$ cat src/rtl/mips_mem_pkg.sv
// mips_mem_pkg
// Shared definitions for the MIPS memory stage: store opcode encodings
// (instruction[28:26]), the store FSM state type and the byteenable
// patterns used by both the store-side lane formatter and the load formatter.
package mips_mem_pkg;

    // Store type field, instruction[28:26]
    localparam logic [2:0] OP_SB = 3'b000;
    localparam logic [2:0] OP_SH = 3'b001;
    localparam logic [2:0] OP_SW = 3'b011;

    // Byteenable patterns (bit n enables byte lane n, bits 8n+7:8n)
    localparam logic [3:0] BE_NONE = 4'b0000;
    localparam logic [3:0] BE_B0   = 4'b0001;
    localparam logic [3:0] BE_H0   = 4'b0011;
    localparam logic [3:0] BE_H2   = 4'b1100;
    localparam logic [3:0] BE_W    = 4'b1111;

    typedef enum logic {
        IDLE  = 1'b0,
        WRITE = 1'b1
    } state_t;

endpackage

$ cat src/rtl/store_lane_formatter.sv
// store_lane_formatter
// Purely combinational lane mapping for SB/SH/SW. The mapping is the exact
// inverse of the load-side endian conversion: the least significant byte of
// the register goes to the highest-addressed lane of the access.
// Ports:
//   i_opcode     store type (instruction[28:26])
//   i_offset     byte offset addr[1:0]
//   i_rt_data    register value to store
//   o_writedata  lane-formatted data, disabled lanes are zero
//   o_byteenable active lanes
//   o_fault      misaligned access or unsupported opcode
module store_lane_formatter
    import mips_mem_pkg::*;
(
    input  logic [2:0]  i_opcode,
    input  logic [1:0]  i_offset,
    input  logic [31:0] i_rt_data,
    output logic [31:0] o_writedata,
    output logic [3:0]  o_byteenable,
    output logic        o_fault
);

    always_comb begin
        o_writedata  = 32'h0;
        o_byteenable = BE_NONE;
        o_fault      = 1'b0;
        case (i_opcode)
            OP_SB: begin
                o_byteenable = BE_B0 << i_offset;
                o_writedata  = {24'h0, i_rt_data[7:0]} << {i_offset, 3'b000};
            end
            OP_SH: begin
                case (i_offset)
                    2'd0: begin
                        o_byteenable = BE_H0;
                        o_writedata  = {16'h0, i_rt_data[7:0], i_rt_data[15:8]};
                    end
                    2'd2: begin
                        o_byteenable = BE_H2;
                        o_writedata  = {i_rt_data[7:0], i_rt_data[15:8], 16'h0};
                    end
                    default: o_fault = 1'b1;  // odd halfword offset
                endcase
            end
            OP_SW: begin
                if (i_offset == 2'd0) begin
                    o_byteenable = BE_W;
                    o_writedata  = {i_rt_data[7:0], i_rt_data[15:8],
                                    i_rt_data[23:16], i_rt_data[31:24]};
                end else begin
                    o_fault = 1'b1;
                end
            end
            default: o_fault = 1'b1;  // unsupported store type
        endcase
    end

endmodule

$ cat src/rtl/store_unit.sv
// store_unit
// Memory-stage store engine. Accepts one SB/SH/SW request, formats the byte
// lanes and issues a single Avalon-MM write, held through waitrequest.
// Handshake: a request is taken when start=1 in IDLE; the write is on the bus
// the next cycle and stays constant while avm_waitrequest=1; the edge that
// samples avm_waitrequest=0 completes it and done pulses for one cycle. Faulty
// requests never touch the bus and pulse done+misaligned the next cycle.
// Ports:
//   clk, reset            clock, asynchronous active-high reset
//   start                 request strobe, sampled only in IDLE
//   instruction           store instruction, [28:26] = store type
//   addr, rt_data         effective byte address and value to store
//   stall                 write outstanding (state == WRITE)
//   done, misaligned      completion / fault pulses
//   avm_*                 Avalon-MM write master
//   dbg_state             current FSM state
module store_unit
    import mips_mem_pkg::*;
#(
    parameter int ADDR_W = 32,
    parameter int DATA_W = 32
) (
    input  logic              clk,
    input  logic              reset,
    input  logic              start,
    input  logic [31:0]       instruction,
    input  logic [ADDR_W-1:0] addr,
    input  logic [31:0]       rt_data,
    output logic              stall,
    output logic              done,
    output logic              misaligned,
    output logic [ADDR_W-1:0] avm_address,
    output logic              avm_write,
    output logic [DATA_W-1:0] avm_writedata,
    output logic [3:0]        avm_byteenable,
    input  logic              avm_waitrequest,
    output state_t            dbg_state
);

    if (DATA_W != 32) begin : g_bad_data_w
        $error("store_unit: DATA_W must be 32");
    end

    state_t              r_state;
    logic                r_done;
    logic                r_misaligned;
    logic                r_write;
    logic [ADDR_W-1:0]   r_address;
    logic [DATA_W-1:0]   r_writedata;
    logic [3:0]          r_byteenable;

    logic [31:0]         w_writedata;
    logic [3:0]          w_byteenable;
    logic                w_fault;
    logic                w_unused_instr;

    // Only the store-type field of the instruction matters here
    assign w_unused_instr = ^{instruction[31:29], instruction[25:0]};

    store_lane_formatter u_fmt (
        .i_opcode     (instruction[28:26]),
        .i_offset     (addr[1:0]),
        .i_rt_data    (rt_data),
        .o_writedata  (w_writedata),
        .o_byteenable (w_byteenable),
        .o_fault      (w_fault)
    );

    always_ff @(posedge clk or posedge reset) begin
        if (reset) begin
            r_state      <= IDLE;
            r_done       <= 1'b0;
            r_misaligned <= 1'b0;
            r_write      <= 1'b0;
            r_address    <= '0;
            r_writedata  <= '0;
            r_byteenable <= 4'b0000;
        end else begin
            r_done       <= 1'b0;
            r_misaligned <= 1'b0;
            case (r_state)
                IDLE: begin
                    if (start) begin
                        if (w_fault) begin
                            r_done       <= 1'b1;
                            r_misaligned <= 1'b1;
                        end else begin
                            r_address    <= {addr[ADDR_W-1:2], 2'b00};
                            r_writedata  <= w_writedata;
                            r_byteenable <= w_byteenable;
                            r_write      <= 1'b1;
                            r_state      <= WRITE;
                        end
                    end
                end
                WRITE: begin
                    // start is ignored here; bus outputs hold until accepted
                    if (!avm_waitrequest) begin
                        r_write <= 1'b0;
                        r_done  <= 1'b1;
                        r_state <= IDLE;
                    end
                end
                default: r_state <= IDLE;
            endcase
        end
    end

    assign stall          = (r_state == WRITE);
    assign done           = r_done;
    assign misaligned     = r_misaligned;
    assign avm_address    = r_address;
    assign avm_write      = r_write;
    assign avm_writedata  = r_writedata;
    assign avm_byteenable = r_byteenable;
    assign dbg_state      = r_state;

endmodule

$ cat config.mk
export PLATFORM = sky130hd
export DESIGN_NAME = store_unit
export DESIGN_NICKNAME = d
export VERILOG_FILES = /design/src/rtl/mips_mem_pkg.sv /design/src/rtl/store_lane_formatter.sv /design/src/rtl/store_unit.sv
export SDC_FILE = /design/constraint.sdc
export NUM_CORES = 1
export LEC_CHECK = 0
export BUFFER_PORTS_ARGS = -buffer_cell sky130_fd_sc_hd__buf_2
export CORE_MARGIN = 3
export CORE_UTILIZATION = 40
export DETAILED_ROUTE_END_ITERATION = 10
export PLACE_DENSITY = 0.87
export SKIP_CTS_REPAIR_TIMING = 1
export SLEW_MARGIN = 20
export SYNTH_ARGS = -nofsm -noshare
export SYNTH_HDL_FRONTEND = slang
export SYNTH_SLANG_ARGS = --single-unit
$ cat constraint.sdc
create_clock -name clk -period 1.7 [get_ports clk]
set_input_delay 0.085 -clock clk [delete_from_list [all_inputs] [get_ports clk]]
set_output_delay 0.085 -clock clk [all_outputs]
set_load 0.01 [all_outputs]
==> summary.txt <==
Yosys
  – Yosys cell types: 33
  – Ys Warns: 0
  – Dominant synthesized flop cell: dfrtp_1
  – Post-Synthesis Cells: 277
  – Most frequent cells after synthesis: dfrtp_1 (70), nand2_1 (49), mux2_2 (24), o21ai_0 (24), a22oi_1 (23)
  – EDFF count, synth: 0
  – Cell taking the most area after synthesis: dfrtp_1
  – Synth Cell Area: 3137 µm²
  – Most common cell in the netlist: dfrtp_1
  – Synth async-reset ratio: 100.0%
  – Synth Register Bits: 70
  – Sequential share of the synthesized area: 55.84%
  – Mapped Avg Cell Area: around 11 µm²
  – Top post-synthesis cells by area: dfrtp_1 (56%), mux2_2 (8.6%), nand2_1 (5.9%), a22oi_1 (5.5%), o21ai_0 (3.8%)
  – Share of the synthesized area in the top cell type: 55.84%

Worst setup path
  – Critical Path RT: just under 2 ns
  – Critical path class: reg2reg
  – Critical Path Source Type: flip-flop
  – Crit Path Max Fanout: 32
  – R2R cell count: 4
  – Critical Path End Type: flip-flop
  – CP Data Arrival Time: 1.66 ns

STA
  – Max Clock Freq: 700.4 MHz
  – Clk_skew: 0.01213 ns
  – Tightest Pin Transition: about 0.53 ns
  – Final setup violation count: 0
  – Relative slew slack: 64.83%
  – Setup TNS: 0 ns
  – Final worst path period need: about 1.4 ns
  – Fin crit share: about 84%
  – Final hold vios: 0
  – RSZ-0062 raised after global routing: no
  – Final max-slew violation count: 0
  – Worst setup margin: 0.2722 ns

Floorplan
  – Row cnt: 31
  – Die width: around 95 µm
  – Initial Utilization: 42.12%
  – Top Ports: 173
  – Die Ht: ~95 µm
  – DIE AREA: between 8000 and 9000 µm²
  – Core area: 7447 µm²

Clock tree
  – Clk_lat worst skew: 0.34 ns
  – CTS Buffer Depth: 2
  – H-tree levels: 3
  – Number of buffers created by CTS: 9
  – CTS Sinks: 70
  – CTS root buf: clkbuf_8
  – Worst-path clk slew: roughly 0.080 ns
  – TritonCTS clock tree: done

Power and ir drop
  – Net Sw Frac: 27.01%
  – Static Leakage: 2.260 nW
  – Clock power share: 34.1%
  – Comb power frac: 22.0%
  – Sw Pwr: 1.260 mW
  – Maximum VDD drop: 0.3766 mV
  – Seq pwr share: 43.9%
  – P_int: 3.405 mW
  – Power Density: 1044 nW/µm²

Placement
  – Routability cong.: 0.8678
  – Post-DP HPWL: 6201 µm
  – Port bufs: 141
  – DP Worst Slack: 0.2271 ns

Route
  – DR pass1 iterations: 5
  – Initial DRC count: 120
  – DRC errors left: 0
  – Avg WL per Cell: 15.86 µm
  – Routed WL: 8693 µm
  – Antenna Violating Nets Remaining: 0
  – DR vias: ~2.7k
  – Post-DR vias/cell: 4.991

Final layout
  – Nets: 544
  – Share of cells above drive strength 1: roughly 46%
  – Antenna diode count: 0
  – Layout area overhead: 42.48%

Global routing
  – Initial antenna violation count: 0
  – Total track usage: 18.49%
  – First-pass GRT wire length: 12720 µm
  – Vias in the first global route: 2653
  – Pin count of the biggest net entering global routing: 71
  – Grt total ovfl: 0

Hold path
  – Hold Crit Depth: 2
  – Hold crit path type: in2reg

Run status
  – Status: finished, final reports clean

Flow run
  – MaxCap Viol Count: 0
-- through the flow --
| stage | area [µm²] | util (%) | power [mW] | hold WS (ns) | instances |
|---|---|---|---|---|---|
| 2_1_floorplan | 3144 | - | 2.604 | 0.2024 | 278 |
| 3_3_place_gp | 3933 | 52.81 | 3.002 | 0.2065 | 502 |
| 3_5_place_dp | 3933 | 52.81 | 3.059 | 0.2145 | 502 |
| 4_1_cts | 4169 | 55.98 | 4.657 | -0.1482 | 518 |
| 5_1_grt | 4469 | 60.01 | 4.897 | 0.0002464 | 548 |
| 6_report | 4469 | 60.01 | 4.665 | 0.006055 | 548 |
-- cells by family after synthesis --
group,share of synthesized area [%]
compound gates,15.60
other cells,0.1196
mux,12.45
flops,55.84
xor+xnor,0.5585
buf+inv,5.983
simple gates,9.454
-- flip-flops by register name, indices dropped and copies added (netlist names) --
name,flops
avm_writedata,32
avm_address,30
avm_byteenable,4
avm_write,1
dbg_state,1
done,1
misaligned,1
-- layout make-up --
cell class                 count  area [µm²]
tap                           99       123.9
fill                         603        2978
clock inverter                 7       112.6
timing repair buffer         178        1096
sequential                    70        1752
multi-input combinational    173        1212
clock buffer                   9       123.9
inverter                      12       48.80
-- critical path: stages (launching register included) --
cell	delay, ns
dfrtp_1	0.42
inv_1	0.13
o2111ai_4	0.18
buf_4	0.27
o41ai_2	0.33
-- final timing paths --
| check | start | slack (ns) | end |
|---|---|---|---|
| worst max-delay path | dbg_state | 0.27 | avm_byteenable[2] |
| worst min-delay path | addr[9] | 0.006 | avm_address[9] |
| worst max register to register | dbg_state | 0.27 | avm_byteenable[2] |
| worst min register to register | avm_writedata[26] | 0.48 | avm_writedata[26] |
| max in group asynchronous | reset | 0.98 | avm_address[20] |
| min in group asynchronous | reset | 0.41 | avm_address[22] |
-- power by group through the flow --
stage	Clock, mW	Sequential [mW]	Combinational (mW)
floorplan	0	2.20	0.402
global placement	0	2.05	0.950
detailed placement	0	2.08	0.981
CTS	1.63	2.05	0.984
global route	1.70	2.08	1.12
finish	1.59	2.05	1.03
-- cell usage in the layout, fill, tap and decap left out, types with 4 or more instances in the layout --
| cell | instances |
|---|---|
| a22oi_1 | 23 |
| dfrtp_1 | 70 |
| o21ai_1 | 10 |
| buf_2 | 141 |
| nand2_1 | 49 |
| mux2_2 | 24 |
| clkbuf_8 | 9 |
| o31ai_1 | 8 |
| mux2_4 | 6 |
| buf_4 | 4 |
| dlygate4sd3_1 | 30 |
| inv_1 | 11 |
| o21ai_0 | 24 |
-- layer usage --
layer  track usage (%)  part of all wire, %  vias to the layer above
li1                  -                    -                     1296
met1             22.23                   39                     1293
met2             31.09                   50                      134
met3             6.056                   10                       12
met4             6.611                  1.2                        0
met5                 0                    0                        -
Power figures use the tool's default switching activity.
